`src/rtl/tri_bus_arbiter.sv`:
```
// ---------------------------------------------------------------------------
// tri_bus_arbiter
//
// Round-robin arbiter and enable sequencer for a shared tri-state bus driven
// by up to 8 tri-state buffers. Exactly one requester owns the bus at a time,
// and every change of owner is separated by an all-disabled turnaround gap of
// TA cycles, so two drivers can never be enabled in the same cycle.
//
// Parameters:
//   N        number of requesters / tri-state drivers (2..8)
//   TA       turnaround cycles with all enables low between owners (1..15)
//   MAX_HOLD max consecutive owned cycles before preemption (2..255),
//            only meaningful when the timeout feature is built in
//
// Ports:
//   clk       rising-edge clock
//   rst_n     asynchronous active-low reset
//   req       per-requester level request, held high while the bus is needed
//   en        registered one-hot (or zero) enable, bit i drives buffer i
//   owner_id  index of the current owner while bus_busy=1, otherwise 0
//   bus_busy  high while any en bit is high
//   preempt   one-cycle pulse when an owner is revoked by the hold timeout
//
// Build option:
//   TRI_BUS_TIMEOUT_EN  when defined, an owner that has held the bus for
//                       MAX_HOLD cycles while someone else is waiting is
//                       revoked. When undefined, owners hold indefinitely and
//                       preempt is tied low.
// ---------------------------------------------------------------------------
module tri_bus_arbiter #(
    parameter int N        = 4,
    parameter int TA       = 1,
    parameter int MAX_HOLD = 8
) (
    input  logic                 clk,
    input  logic                 rst_n,
    input  logic [N-1:0]         req,
    output logic [N-1:0]         en,
    output logic [$clog2(N)-1:0] owner_id,
    output logic                 bus_busy,
    output logic                 preempt
);

    localparam int ID_W = $clog2(N);

    // Turnaround counter is loaded with TA-1 so the decision edge lands
    // exactly TA edges after the release edge.
    localparam logic [3:0]      TA_LAST  = 4'(TA - 1);
    localparam logic [ID_W-1:0] PTR_INIT = ID_W'(N - 1);
    localparam logic [N-1:0]    EN_ONE   = N'(1);

    // Elaboration-time parameter range checks.
    if (N < 2 || N > 8) begin : g_bad_n
        $error("tri_bus_arbiter: N must be in 2..8");
    end
    if (TA < 1 || TA > 15) begin : g_bad_ta
        $error("tri_bus_arbiter: TA must be in 1..15");
    end
    if (MAX_HOLD < 2 || MAX_HOLD > 255) begin : g_bad_hold
        $error("tri_bus_arbiter: MAX_HOLD must be in 2..255");
    end

    typedef enum logic [1:0] {
        IDLE = 2'd0,
        OWN  = 2'd1,
        TURN = 2'd2
    } state_t;

    state_t          state;
    state_t          state_n;
    logic [N-1:0]    en_n;
    logic [ID_W-1:0] owner_n;
    logic            busy_n;
    logic [ID_W-1:0] ptr;
    logic [ID_W-1:0] ptr_n;
    logic [3:0]      ta_cnt;
    logic [3:0]      ta_n;

    logic [ID_W-1:0] winner;
    logic [ID_W-1:0] hi_win;
    logic [ID_W-1:0] lo_win;
    logic            hi_hit;
    logic            any_req;
    logic            owner_req;
    logic            do_grant;
    logic            do_revoke;

`ifdef TRI_BUS_TIMEOUT_EN
    localparam logic [8:0] HOLD_LIM = 9'(MAX_HOLD);

    logic [7:0] hold_cnt;
    logic [7:0] hold_n;
    logic [8:0] hold_inc;
    logic       other_req;
    logic       preempt_n;
`endif

    assign any_req = |req;

    // While owning, en is the one-hot mask of the owner, so masking req with
    // en isolates the owner's own request without a variable bit select.
    assign owner_req = |(req & en);

`ifdef TRI_BUS_TIMEOUT_EN
    assign other_req = |(req & ~en);
`endif

    // Round-robin winner: the lowest set index above ptr if there is one,
    // otherwise the lowest set index overall (the wrap-around case). Scanning
    // downward lets the last hit be the lowest index.
    always_comb begin
        hi_hit = 1'b0;
        hi_win = '0;
        lo_win = '0;
        for (int j = N - 1; j >= 0; j--) begin
            if (req[j]) begin
                if (ID_W'(j) > ptr) begin
                    hi_hit = 1'b1;
                    hi_win = ID_W'(j);
                end
                lo_win = ID_W'(j);
            end
        end
        winner = hi_hit ? hi_win : lo_win;
    end

    // Next-state and next-output logic. The case statement only decides
    // whether to grant or revoke; the register updates for those two events
    // are applied once below so en, owner_id and bus_busy always move together.
    always_comb begin
        state_n   = state;
        en_n      = en;
        owner_n   = owner_id;
        busy_n    = bus_busy;
        ptr_n     = ptr;
        ta_n      = ta_cnt;
        do_grant  = 1'b0;
        do_revoke = 1'b0;
`ifdef TRI_BUS_TIMEOUT_EN
        hold_n    = hold_cnt;
        hold_inc  = {1'b0, hold_cnt} + 9'd1;
        preempt_n = 1'b0;
`endif

        case (state)
            IDLE: begin
                do_grant = any_req;
            end

            OWN: begin
                // A release always wins over a timeout in the same cycle.
                if (!owner_req) begin
                    do_revoke = 1'b1;
                end
`ifdef TRI_BUS_TIMEOUT_EN
                else if (hold_inc >= HOLD_LIM && other_req) begin
                    do_revoke = 1'b1;
                    preempt_n = 1'b1;
                end else if (hold_inc <= HOLD_LIM) begin
                    // Saturate at MAX_HOLD so a lone owner can hold forever
                    // and is revoked on the first edge someone else asks.
                    hold_n = hold_inc[7:0];
                end
`endif
            end

            TURN: begin
                if (ta_cnt == 4'd0) begin
                    if (any_req) begin
                        do_grant = 1'b1;
                    end else begin
                        state_n = IDLE;
                    end
                end else begin
                    ta_n = ta_cnt - 4'd1;
                end
            end

            default: begin
                state_n = IDLE;
                en_n    = '0;
                owner_n = '0;
                busy_n  = 1'b0;
            end
        endcase

        if (do_grant) begin
            state_n = OWN;
            en_n    = EN_ONE << winner;
            owner_n = winner;
            busy_n  = 1'b1;
            ptr_n   = winner;
`ifdef TRI_BUS_TIMEOUT_EN
            hold_n  = '0;
`endif
        end

        // ptr is left at the revoked index so that requester has the lowest
        // priority at the end of the turnaround.
        if (do_revoke) begin
            state_n = TURN;
            en_n    = '0;
            owner_n = '0;
            busy_n  = 1'b0;
            ta_n    = TA_LAST;
        end
    end

    // State and output registers. Reset is asynchronous so en drops the
    // moment rst_n falls, even in the middle of an ownership.
    always_ff @(posedge clk or negedge rst_n) begin
        if (!rst_n) begin
            state    <= IDLE;
            en       <= '0;
            owner_id <= '0;
            bus_busy <= 1'b0;
            ptr      <= PTR_INIT;
            ta_cnt   <= '0;
        end else begin
            state    <= state_n;
            en       <= en_n;
            owner_id <= owner_n;
            bus_busy <= busy_n;
            ptr      <= ptr_n;
            ta_cnt   <= ta_n;
        end
    end

`ifdef TRI_BUS_TIMEOUT_EN
    always_ff @(posedge clk or negedge rst_n) begin
        if (!rst_n) begin
            hold_cnt <= '0;
            preempt  <= 1'b0;
        end else begin
            hold_cnt <= hold_n;
            preempt  <= preempt_n;
        end
    end
`else
    assign preempt = 1'b0;
`endif

endmodule

```
`config.mk`:
```
export PLATFORM = sky130hd
export DESIGN_NAME = tri_bus_arbiter
export DESIGN_NICKNAME = d
export VERILOG_FILES = /design/src/rtl/tri_bus_arbiter.sv
export SDC_FILE = /design/constraint.sdc
export NUM_CORES = 1
export LEC_CHECK = 0
export CAP_MARGIN = 20
export CORE_MARGIN = 4
export CORE_UTILIZATION = 45
export DETAILED_ROUTE_END_ITERATION = 8
export GPL_TIMING_DRIVEN = 0
export PLACE_DENSITY = 0.69
export RECOVER_POWER = 50
export SLEW_MARGIN = 20
export SYNTH_ARGS = -nofsm -noshare
export SYNTH_HDL_FRONTEND = slang
export SYNTH_SLANG_ARGS = --single-unit
```
`constraint.sdc`:
```
create_clock -name clk -period 2.6 [get_ports clk]
set_input_delay 0.52 -clock clk [delete_from_list [all_inputs] [get_ports clk]]
set_output_delay 0.52 -clock clk [all_outputs]
set_load 0.02 [all_outputs]
```
==> results.cfg, run 1 <==
[synth]
yosysTopAreaCell = dfrtp_1
synth_area_per_cell_um2 = 10.9
async_flop_share = 1.00
synth_cell_types = 37
synth-xor-area-share = 0.0336
synthFlopType = dfrtp_1
syn_inst = 72
muxShareOfSynthArea = 0.0272
ys_seq_area_frac = 0.483
synth_area_um2 = 782
syn_nets = 79
synth-edff-count = 0
synth.top_cell.area_share = 0.416
synth-adder-area-share = 0.0160
yosys-top-cells-area = dfrtp_1 42%, dfstp_2 6.7%, a22o_1 3.4%, nand2b_1 3.2%, nand2_1 2.9%
synth_top_family_by_area = compound AO/OA/AOI/OAI gates
yosys_warnings = 0
synth-simple-area-share = 0.198
synth-compound-area-share = 0.213
ys_ff_latch = 15

[global_route]
track_usage = 0.144
grt_pass1_vias = 570
antenna_found_initial = 0
grt_use_met3 = 0.0392
grt_max_degree = 16
busiest_layer = met1
grt_first_pass_wirelength_um = 2680
grt_use_met2 = 0.176
grtUsageMet1 = 0.214
grt-ovfl-total = 0

[detailed_routing]
antenna_left = 0
detail_route.wl_per_cell_um = 14.3
vias = 572
vias_per_cell = 5.50
firstDrtPassIters = 4
totalWireLength_um = 1480
drt_iter0_drc = 10
drc_errors = 0

[clock_network]
cts_inserted_buffers = 3
insertion_delay_ns = 0.28
cts_tree = yes
cts_hold_buf = 0
clock_sinks = 15
cts-root-buf = clkbuf_4
htreeDepth = 1
postCtsSetupBuffers = 0
path_clk_slew_ns = 0.09
clockBufferDepth = 2
ctsResizeCount = 0

[layout]
stdcell_area_um2 = 942
layout-drive-gt1-share = 0.170
antenna_cells = 0
area_delta_synth_final_pct = 20.5
final_util = 0.598
nNetsFinal = 96
fillers = 140

[setup_path]
crit_arrival_ns = 2.33
required_ns = 2.82
r2r_start = ta_cnt[0]
cp-start-kind = input pin
path_class = in2reg
r2r_cells = 6
cp_max_fo = 6
cp-end-kind = flip-flop
r2r_end = en[1]
rrSetupSlack_ns = 0.59

[floorplan]
start_util = 0.496
rows = 14
ios = 14
die_area_um2 = 2470
dieWidth_um = 49.7
die_h_um = 49.7
coreArea_um2 = 1580

[min_path]
holdPathEnd = ptr[1]
holdPathStages = 2
hp-start = ptr[1]
min_path_type = reg2reg

[place]
dpl.hpwl_um = 1030
gp_congestion = 0.795
portBuffers = 12
dpl_cell_area_um2 = 922

[sta]
final-setup-viol-count = 0
slew_violations = 0
fin_skew_ns = 0.00160
hold_viol = 0
timing.hold.ws_ns = 0.509
rsz0062_at_grt = false
fmax_ghz = 0.474
period_minus_slack_ns = 2.11
tightestPinTransition_ns = 0.726
period_share = 0.811
slew_headroom = 0.511
fin_setup_tns_ns = 0

[power]
total_power_mw = 1.18
power_leakage_nw = 0.416
p_per_area_nw_per_um2 = 1260
ir_drop_v = 0.000702

[job]
cap_viol_max_count = 0

[run_status]
status = finished clean
-- layer usage --
layer | vias to the layer above | wire, um
met3 | 4 | 69
met2 | 12 | 583
li1 | 290 | -
met1 | 266 | 798
met4 | 0 | 31
met5 | - | 0
-- synthesized netlist by cell type, types with 2 or more instances --
cell type  number
dfrtp_1        13
xor2_1          2
o21ai_0         2
nand2b_1        4
a22oi_1         2
dfstp_2         2
nor2_1          6
a22o_1          3
o2bb2ai_1       2
inv_1           3
nand2_1         6
nand3_1         2
-- where the power goes --
part | internal (mW) | switching (mW)
registers | 0.346 | 0.102
clock network | 0.0596 | 0.0765
logic | 0.298 | 0.300
-- how the worst max path moves through the flow --
stage	from	endpoint	depth (start not counted)
3_3_place_gp	req[2]	bus_busy	5
2_1_floorplan	ta_cnt[0]	en[1]	6
5_1_grt	req[1]	owner_id[0]	5
4_1_cts	ta_cnt[0]	en[1]	6
6_report	req[1]	en[1]	5
3_5_place_dp	req[2]	en[3]	5
-- final cells by class --
type / instances / area, um2 / share of cell area
Multi-Input combinational cell: 53 / 379 / 0.402
Clock buffer: 4 / 26.3 / 0.0279
Buffer: 1 / 7.51 / 0.00797
Inverter: 3 / 11.3 / 0.0120
Timing Repair Buffer: 12 / 120 / 0.127
Tap cell: 16 / 20.0 / 0.0212
Sequential cell: 15 / 378 / 0.401
-- logic make-up after synthesis --
logic type / count (synthesis)
AO/OA/AOI/OAI: 19
XOR/XNOR: 3
adder cells (fa/ha/maj): 1
buffers and inverters: 4
flip-flops: 15
multiplexers: 2
other: 1
AND/OR/NAND/NOR: 27
-- cells in the final DEF, fill, tap and decap left out, drive strengths merged, types with 2 or more instances in the layout --
cell type      Yosys  layout
xor2               2       2
inv                3       3
a22oi              2       2
dlygate4sd3        0       3
clkbuf             0       4
o21ai              2       2
o2bb2ai            2       2
clkdlybuf4s50      0       9
nor2               6       6
a22o               3       3
nand3              2       2
dfstp              2       2
nand2              6       6
nand2b             4       4
dfrtp             13      13
a211oi             2       2
-- registers in the layout (all words and copies together), names as in the netlist --
name / count
ptr: 2
owner_id: 2
ta_cnt: 4
en: 4
bus_busy: 1
state: 2
-- worst max-delay path, stage by stage --
cell             delay, ns
clkdlybuf4s50_1       0.49
nor4_1                0.65
nor2b_1               0.21
a311o_1               0.28
a22o_1                0.20
-- through the flow --
stage | instances | setup slack, ns
2_1_floorplan | 72 | 0.717
3_3_place_gp | 100 | 0.322
3_5_place_dp | 100 | 0.342
4_1_cts | 104 | 0.589
5_1_grt | 104 | 0.281
6_report | 104 | 0.491
Power figures use the tool's default switching activity.
==> run 2, diff against run 1 <==
==> constraint.sdc (replaced) <==
create_clock -name clk -period 2.1 [get_ports clk]
set_input_delay 0.42 -clock clk [delete_from_list [all_inputs] [get_ports clk]]
set_output_delay 0.42 -clock clk [all_outputs]
set_load 0.02 [all_outputs]
==> results.cfg, run 2 (synthesis gave the netlist of run 1 again) <==
[run_status]
status = finished clean

[place]
portBuffers = 12
dpl.hpwl_um = 1030
gp_congestion = 0.795
dp.cells = 100

[min_path]
holdPathStages = 1
min_path_type = reg2reg

[sta]
hold_viol = 0
timing.hold.ws_ns = 0.509
slew_violations = 0
tightestPinTransition_ns = 0.724
fmax_ghz = 0.496
slew_headroom = 0.512
period_share = 0.960
fin_skew_ns = 0.00487
rsz0062_at_grt = false
final-setup-viol-count = 0
period_minus_slack_ns = 2.02

[layout]
final_util = 0.602
reg.largest.list = en x4, ta_cnt x4
layout-drive-gt1-share = 0.182
final_cell_mix = 13 x dfrtp_1, 8 x clkdlybuf4s50_1, 6 x nor2_1, 6 x nand2_1
nNetsFinal = 96
mostFrequentLayoutCell = dfrtp_1
area_delta_synth_final_pct = 21.3
fillers = 138
layout.cells.non_filler = 104
antenna_cells = 0

[global_route]
grt-ovfl-total = 0
track_usage = 0.144
grt_max_degree = 16
grt_first_pass_wirelength_um = 2680
grt_pass1_vias = 570
antenna_found_initial = 0

[clock_network]
postCtsSetupBuffers = 0
cts-root-buf = clkbuf_4
cts_inserted_buffers = 3
ctsResizeCount = 0
path_clk_slew_ns = 0.09
htreeDepth = 1
insertion_delay_ns = 0.29
clock_sinks = 15
cts_hold_buf = 0
clockBufferDepth = 2
cts_tree = yes

[detailed_routing]
drc_errors = 0
vias = 568
drt_iter0_drc = 9
totalWireLength_um = 1490
detail_route.wl_per_cell_um = 14.3
firstDrtPassIters = 4
vias_per_cell = 5.46
antenna_left = 0

[job]
cap_viol_max_count = 0

[power]
ir_drop_v = 0.000870
power_leakage_nw = 0.418
p_per_area_nw_per_um2 = 1540

[floorplan]
dieWidth_um = 49.7
coreArea_um2 = 1580
start_util = 0.496
ios = 14
die_area_um2 = 2470
die_h_um = 49.7
rows = 14

[setup_path]
cp_max_fo = 6
cp-start-kind = flip-flop
path_class = reg2reg
r2r_cells = 6
cp-end-kind = flip-flop
crit_arrival_ns = 2.19
required_ns = 2.28
run 2: final cells by class:
cell class	count	area [um2]	share of cell area
buffer	1	7.51	0.00792
clock buffer	4	26.3	0.0277
inverter	3	11.3	0.0119
multi-input combinational	53	385	0.406
sequential	15	378	0.398
tap	16	20.0	0.0211
timing repair buffer	12	120	0.127
run 2: through the flow:
stage | TNS, ns | setup slack, ns | power (mW) | instance area (um2)
floorplan | 0 | 0.217 | 1.06 | 782
global placement | -0.148 | -0.0785 | 1.30 | 922
detailed placement | -0.194 | -0.0583 | 1.31 | 922
CTS | 0 | 0.0892 | 1.49 | 948
global route | 0 | 0.0116 | 1.58 | 948
finish | 0 | 0.0844 | 1.46 | 948
run 2: per-layer routing:
layer,wire length (um),track usage,vias to the layer above
li1,-,-,290
met1,783,0.214,260
met2,590,0.176,14
met3,79,0.0392,4
met4,31,0.0922,0
met5,0,0,-
run 2: critical path, cell delays in order, from the launching register on:
cell and delay, ns:
dfrtp_1 0.41, inv_1 0.06, ha_1 0.14, or3b_4 0.42, and2_4 0.18, a311o_1 0.42
a22o_1 0.27
run 2: where the power goes:
part	leakage [nW]	internal [mW]	switching, mW
clock network	0.0150	0.0738	0.0953
logic	0.214	0.367	0.373
registers	0.189	0.429	0.127
run 2: path summary, 6_finish.rpt:
| check | slack, ns | start | to |
|---|---|---|---|
| min reg2reg | 0.51 | owner_id[0] | owner_id[0] |
| max | 0.08 | ta_cnt[0] | en[1] |
| max reg2reg | 0.08 | ta_cnt[0] | en[1] |
| min | 0.51 | owner_id[0] | owner_id[0] |
| max in group asynchronous | 1.08 | rst_n | en[2] |
| min in group asynchronous | 0.60 | rst_n | ta_cnt[0] |
==> run 3, diff against run 2 <==
--- a/config.mk
+++ b/config.mk
@@ -6,6 +6,7 @@
 export NUM_CORES = 1
 export LEC_CHECK = 0
 export CAP_MARGIN = 20
+export CORE_ASPECT_RATIO = 1.1
 export CORE_MARGIN = 4
 export CORE_UTILIZATION = 45
 export DETAILED_ROUTE_END_ITERATION = 8
==> results.cfg, run 3 (synthesis gave the netlist of run 1 again) <==
[power]
power.switching_uw = 607
p_clk_frac = 0.114
comb_power_share = 0.511
swShare = 0.409
p_per_area_nw_per_um2 = 1560
p_int_uw = 877
power_leakage_nw = 0.419
total_power_mw = 1.48
ir_drop_v = 0.000864
seqPwrFrac = 0.376

[setup_path]
crit_chain = inv_1 > ha_1 > or3b_4 > and2_4 > a311o_1 > a22o_1
critical_path.top_delay_family = compound AO/OA/AOI/OAI gates
crit_buf_inv = 1
cp_max_fo = 6
cp-start-kind = flip-flop
required_ns = 2.28
crit_slowest_cell = or3b_4
cp-end-kind = flip-flop
slowest_delay_ns = 0.43
path_class = reg2reg
crit_arrival_ns = 2.16

[clock_network]
cts-root-buf = clkbuf_4
path_clk_slew_ns = 0.09
clock_sinks = 15
cts_tree = yes
htreeDepth = 1
insertion_delay_ns = 0.28
cts_inserted_buffers = 3
postCtsSetupBuffers = 0
clockBufferDepth = 2

[min_path]
min_path_type = reg2reg

[detailed_routing]
drt_iter0_drc = 8
totalWireLength_um = 1640
vias = 591
firstDrtPassIters = 3
drc_errors = 0
antenna_left = 0
detail_route.wl_per_cell_um = 15.6
vias_per_cell = 5.63

[sta]
fin_skew_ns = 0.00228
fin_setup_tns_ns = 0
final-setup-viol-count = 0
slew_headroom = 0.504
slew_violations = 0
tightestPinTransition_ns = 0.737
hold_viol = 0
period_minus_slack_ns = 1.98
period_share = 0.942
rsz0062_at_grt = false
fmax_ghz = 0.505

[place]
portBuffers = 12
dp.cells = 101
dpl.hpwl_um = 1180
gp_congestion = 0.740

[layout]
final_cell_mix = 13 x dfrtp_1, 9 x clkdlybuf4s50_1, 6 x nor2_1, 6 x nand2_1, 4 x nand2b_1
layout.cells.non_filler = 105
antenna_cells = 0
reg.largest.list = en x4, ta_cnt x4
nNetsFinal = 96
final_util = 0.591
mostFrequentLayoutCell = dfrtp_1
layout-drive-gt1-share = 0.193
area_delta_synth_final_pct = 22.1

[global_route]
grt_pass1_vias = 560
grt-ovfl-total = 0
grt_max_degree = 16
track_usage = 0.153
grt_first_pass_wirelength_um = 2660
antenna_found_initial = 0

[floorplan]
ios = 14
rows = 15
die_h_um = 51.7
start_util = 0.484
die_area_um2 = 2470
dieWidth_um = 47.7
coreArea_um2 = 1610

[job]
cap_viol_max_count = 0

[run_status]
status = finished clean
[run 3: cell count changes in the layout (fill, tap and decap cells not counted)]
cell             change
dlygate4sd3_1        -1
nor3b_2              +1
clkdlybuf4s50_1      +1
nor3b_1              -1
[run 3: final timing paths]
kind	from	endpoint	slack, ns	depth (start not counted)
setup / recovery	ta_cnt[0]	owner_id[0]	0.12	6
hold / removal	owner_id[1]	owner_id[1]	0.50	1
setup reg to reg	ta_cnt[0]	owner_id[0]	0.12	6
hold reg to reg	owner_id[1]	owner_id[1]	0.50	1
max in group asynchronous	rst_n	owner_id[0]	1.06	1
min in group asynchronous	rst_n	en[2]	0.61	1
[run 3: repair_timing]
| action | 4_1_cts | 5_1_grt |
|---|---|---|
| resized for setup | 0 | 1 |
| endpoints found under the setup margin | 0 | 2 |
| hold buffers | 0 | 0 |
[run 3: power groups by stage]
stage	Combinational [mW]	Clock (mW)	Sequential (mW)
after floorplan	0.450	0	0.613
after global placement	0.746	0	0.556
after detailed placement	0.759	0	0.561
after CTS	0.764	0.168	0.556
after global routing	0.832	0.183	0.581
final	0.758	0.169	0.558
[run 3: area by class of cell]
class	instances	area (um2)
fillers	151	659
multi-input cells	53	390
flip-flops and latches	15	378
repair buffers	12	120
clock buffers	4	26.3
well taps	17	21.3
inverters	3	11.3
plain buffers	1	7.51
[run 3: stage by stage]
| stage | area (um2) | setup slack (ns) | hold WS [ns] |
|---|---|---|---|
| finish | 955 | 0.121 | 0.501 |
| global route | 955 | 0.0277 | 0.531 |
| CTS | 950 | 0.0714 | 0.510 |
| detailed placement | 923 | -0.119 | 0.488 |
| global placement | 923 | -0.0972 | 0.490 |
| floorplan | 782 | 0.217 | 0.124 |
[run 3: per-layer routing]
| metal | global-route usage | wire, um | share of wire | vias to the layer above |
|---|---|---|---|---|
| met3 | 0.0242 | 86 | 0.053 | 4 |
| met4 | 0.0673 | 27 | 0.016 | 0 |
| li1 | - | - | - | 289 |
| met5 | 0 | 0 | 0 | - |
| met1 | 0.207 | 738 | 0.45 | 287 |
| met2 | 0.236 | 783 | 0.48 | 11 |
